**config.mk**
```make
export PLATFORM = sky130hd
export DESIGN_NAME = irq_pend_latch
export DESIGN_NICKNAME = d
export VERILOG_FILES = /design/src/rtl/irq_pend_latch.sv
export SDC_FILE = /design/constraint.sdc
export NUM_CORES = 1
export LEC_CHECK = 0
export ABC_AREA = 1
export BUFFER_PORTS_ARGS = -buffer_cell sky130_fd_sc_hd__clkbuf_2
export CORE_UTILIZATION = 49
export DETAILED_ROUTE_END_ITERATION = 8
export GPL_TIMING_DRIVEN = 0
export PLACE_DENSITY = 0.76
export REMOVE_ABC_BUFFERS = 1
export SLEW_MARGIN = 20
export SYNTH_ARGS = -nofsm -noshare
export SYNTH_HDL_FRONTEND = slang
export SYNTH_SLANG_ARGS = --single-unit
```
**constraint.sdc**
```tcl
create_clock -name clk -period 0.8 [get_ports clk]
set_input_delay 0.08 -clock clk [delete_from_list [all_inputs] [get_ports clk]]
set_output_delay 0.08 -clock clk [all_outputs]
set_load 0.005 [all_outputs]
```
**src/rtl/irq_pend_latch.sv**
```systemverilog
`timescale 1ns/1ps
// irq_pend_latch: synchronises N asynchronous request lines, latches each
// rising edge into a sticky pending bit and presents the masked vector to a
// downstream priority encoder, which acknowledges one bit per strobe.
//
// Ports:
//   clk       system clock, all flops rising-edge
//   rst_n     asynchronous active-low reset
//   req_in    [N]  asynchronous request lines (event = rising edge)
//   mask      [N]  1 hides a bit from pend_out/irq (it still latches)
//   ack            acknowledge strobe, level-sampled
//   ack_code  [CW] index of the bit to clear (encoder code output)
//   pend_out  [N]  pending & ~mask (encoder input)
//   irq            OR of pend_out
//   lost_cnt  [8]  saturating dropped-event count  (IRQ_LOST_CNT_EN only)
//   lost_clr       synchronous clear of lost_cnt    (IRQ_LOST_CNT_EN only)
//
// Build option: define IRQ_LOST_CNT_EN to add the lost-event counter.

module irq_pend_latch #(
    parameter int N           = 8,
    parameter int SYNC_STAGES = 2,
    parameter int CW          = $clog2(N)
) (
    input  logic          clk,
    input  logic          rst_n,
    input  logic [N-1:0]  req_in,
    input  logic [N-1:0]  mask,
    input  logic          ack,
    input  logic [CW-1:0] ack_code,
    output logic [N-1:0]  pend_out,
`ifdef IRQ_LOST_CNT_EN
    output logic [7:0]    lost_cnt,
    input  logic          lost_clr,
`endif
    output logic          irq
);

    // Synchroniser chain, one N-wide vector per stage.
    logic [N-1:0] sync_q [SYNC_STAGES];
    logic [N-1:0] sync_last;
    logic [N-1:0] prev_q;
    logic [N-1:0] rise;
    logic [N-1:0] clr;
    logic [N-1:0] pending_q;
    logic [N-1:0] pending_d;

    always_ff @(posedge clk or negedge rst_n) begin
        if (!rst_n) begin
            for (int s = 0; s < SYNC_STAGES; s++) begin
                sync_q[s] <= '0;
            end
        end else begin
            sync_q[0] <= req_in;
            for (int s = 1; s < SYNC_STAGES; s++) begin
                sync_q[s] <= sync_q[s-1];
            end
        end
    end

    assign sync_last = sync_q[SYNC_STAGES-1];

    // History flop starts at 0, so a line held high through reset
    // release yields exactly one event.
    always_ff @(posedge clk or negedge rst_n) begin
        if (!rst_n) begin
            prev_q <= '0;
        end else begin
            prev_q <= sync_last;
        end
    end

    assign rise = sync_last & ~prev_q;

    // One-hot clear decode; codes >= N match no bit and are ignored.
    always_comb begin
        clr = '0;
        for (int i = 0; i < N; i++) begin
            clr[i] = ack && (ack_code == CW'(i));
        end
    end

    // Set wins over clear so an event arriving with its own ack survives.
    assign pending_d = rise | (pending_q & ~clr);

    always_ff @(posedge clk or negedge rst_n) begin
        if (!rst_n) begin
            pending_q <= '0;
        end else begin
            pending_q <= pending_d;
        end
    end

    assign pend_out = pending_q & ~mask;
    assign irq      = |pend_out;

`ifdef IRQ_LOST_CNT_EN
    // An event is lost when it merges into a bit that stays pending.
    logic       lost_any;
    logic [7:0] lost_q;

    assign lost_any = |(rise & pending_q & ~clr);

    always_ff @(posedge clk or negedge rst_n) begin
        if (!rst_n) begin
            lost_q <= 8'd0;
        end else if (lost_clr) begin
            lost_q <= 8'd0;
        end else if (lost_any && (lost_q != 8'hFF)) begin
            lost_q <= lost_q + 8'd1;
        end
    end

    assign lost_cnt = lost_q;
`endif

endmodule

```
==> metrics list <==
- The run finished, with violations left.
* Violations in the final reports: negative hold slack, negative setup slack
- The floorplan step defined a die boundary enclosing 2460 sq um.
- Counting buffers and inverters, the worst setup path is 5 cells deep.
- The initial utilization of the core area, before any placement, comes to 54.4%.
- Critical Path Source Type: register
- For this run, the total global-route usage over all layers was measured as 15.5%.
- N_diodes: 0
- The core region is 2040 sq um.
- Detailed routing inserted a total of 812 vias.
- Maximum cell stage delay along the critical path: 0.39 ns
- The final-report max-slew violation count is 0.
- In the layout the commonest cells are sky130_fd_sc_hd__nand2_1 (34), sky130_fd_sc_hd__dfrtp_1 (32), sky130_fd_sc_hd__clkbuf_2 (30).
- After routing, the total negative slack on setup checks comes to -2.48 ns.
- Power density normalized to cell area: 2020 nW/um^2
- Relative to the synthesized area, the layout overhead comes to 37.5%.
- Post-DR vias/cell: 4.23
- The die is 49.6 microns wide.
- In this run the critical register-to-register path is launched from pending_q[2].
- Placer congestion estimate: 0.754
- Data on the critical path arrives at its endpoint at 1.15 ns.
- Of the synthesized area, sequential elements account for 72.2%.
- For the pin with the worst max-slew slack, the measured transition is 0.727 ns.
- In this run, synthesis produced a sequential element count of 32.
* Layout net count: 187
* Number of placement rows: 16
* Maximum number of buffers from clock root to sink: 2
- Antenna violations before repair: 0
* Worst Setup Slack, final: -0.429 ns
- Setup violation total in the final timing report: 11
* Worst supply voltage drop on vdd: 0.00183 V
* Number of DRC markers in iteration 0: 14
* CP max stage cell: sky130_fd_sc_hd__dfrtp_1
- Root buffer selected by CTS: sky130_fd_sc_hd__clkbuf_4
- The number of buffers and inverters on the critical path is 1.
- Gate count of the mapped netlist: 112
- Highest achievable clock rate: 813 MHz
- In this run the cell area of the synthesized design comes to 1110 sq um.
- Clock-pin slew on the worst setup and hold paths: 0.08 ns
- The die is 49.6 microns tall.
- The number of global-route vias before repair was 717.
* Cell count after placement: 169
- The setup path with the least slack is of type register to primary output.
* FF-to-FF End: pending_q[2]
* Total Wirelength: 1.78 mm
- Num CTS Buffers: 5
* Non-filler cells, final: 192
* Per-instance average area after synthesis: 9.91 sq um
- During I/O placement, the number of pins put on the boundary was 31.
- Count of input and output buffers: 30
- STA puts the critical path data required time at 0.72 ns.
* CTS Sinks: 32
- After clock tree synthesis, the flow added hold-fix buffers numbering 8.
* Minimum clock period after layout: 1.23 ns
* Average detailed-routed wire length per instance: 9.27 microns
* Worst slew slack as a fraction of its limit: 51.5%
- The clock reaches the later pin of the worst-skew pair after 0.31 ns.
- Count of endpoints failing hold in the final timing report: 32
- The signal on the critical path passes through nand2_1 > nand2_1 > nor2_1 > nand2_1 > clkbuf_2.
* Number of warnings reported in the yosys synthesis log: 0
- Worst Skew: 0.00381 ns
- DRC Markers: 0
* Number of max-cap violations: 0
- The first global-routing pass estimated 2.71 mm of wire.
- The worst setup path is captured at a primary output.
* Type of the worst min-delay path: input port to async pin
- Maximum number of pins on one net before global-route repair: 33
- Fin crit share: 154%
- Synthesis instantiated 8 different standard cells from the library.
* H-tree level count: 2
- After legalization and detailed placement, the total HPWL measured 1.10 mm.
- Tightest hold margin: -0.190 ns
- The worst register-to-register path has a depth of 4.
- Static power due to leakage: 0.874 nW
* Crit-path most repeated cell: sky130_fd_sc_hd__nand2_1
- The cell family contributing the most delay on the critical path is flip-flops.
- The first detailed-routing pass ran for 4 iterations.
- Worst reg-to-reg setup slack: -0.06 ns
- Summed over all layers, the global routing overflow is 0.
- Of the cells placed in the final design, the portion with a size suffix greater than 1 is 35.8%.
- Most frequent standard cell in the layout excluding fill and tap cells: sky130_fd_sc_hd__nand2_1
* Setup repair after global routing missed its margin: true
- Highest fanout seen on the critical path: 2
- TritonCTS built the clock tree.
* Antenna viol nets, final: 0
-- through the flow --
stage | utilization (%) | setup WS, ns | instance area (sq um) | power [mW]
floorplan | - | 0.0955 | 1110 | 1.89
global placement | 63.4 | -0.0293 | 1290 | 2.02
detailed placement | 63.4 | -0.0477 | 1290 | 2.04
CTS | 71.6 | -0.395 | 1460 | 3.05
global route | 74.8 | -0.505 | 1530 | 3.26
finish | 74.8 | -0.429 | 1530 | 3.08
-- sequential cells by signal, indices dropped and copies added, names as in the netlist --
signal	cells
pending_q	8
prev_q	8
sync_last	8
sync_q	8
-- what timing repair did --
item	in CTS	in global routing
buffers inserted	3	5
pin swaps	11	7
gates resized for setup	1	12
cloned	0	0
setup endpoints to repair	9	9
hold endpoints to repair	40	32
-- where the power goes --
| group | total (mW) | leakage (nW) | switching, mW | internal (mW) |
|---|---|---|---|---|
| combinational | 0.367 | 0.479 | 0.180 | 0.187 |
| sequential | 1.75 | 0.357 | 0.0422 | 1.71 |
| clock | 0.962 | 0.0374 | 0.464 | 0.498 |
-- synth_stat cells (all sizes together) --
master,number,area share (%)
dfrtp,32,72
o21ai,5,2.3
nor2,4,1.6
nand2,41,14
inv,30,10
-- worst max-delay path by stage --
| stage | startpoint | end | slack [ns] |
|---|---|---|---|
| 4_1_cts | pending_q[6] | irq | -0.39 |
| 2_1_floorplan | pending_q[0] | irq | 0.1 |
| 3_3_place_gp | pending_q[0] | irq | -0.03 |
| 6_report | pending_q[1] | irq | -0.43 |
| 5_1_grt | pending_q[7] | irq | -0.51 |
| 3_5_place_dp | pending_q[0] | irq | -0.05 |
-- layer usage --
metal	up-vias	global-route usage [%]	wire, microns
li1	418	-	-
met1	352	17.8	763
met2	37	23.0	836
met3	5	5.56	129
met4	0	12.9	50
met5	-	0	0
-- logic make-up after synthesis --
family                 share of synthesized area (%)
AND/OR/NAND/NOR                                 15.4
buffers and inverters                           10.1
AO/OA/AOI/OAI                                   2.25
flip-flops                                      72.2
-- final cells by class --
type | instances | area (sq um)
Tap cell | 27 | 33.8
Timing Repair Buffer | 46 | 294
Clock buffer | 7 | 65.1
Sequential cell | 32 | 801
Fill cell | 144 | 515
Multi-Input combinational cell | 50 | 220
Inverter | 30 | 113
Note: power is estimated with default switching activity, not from simulation.
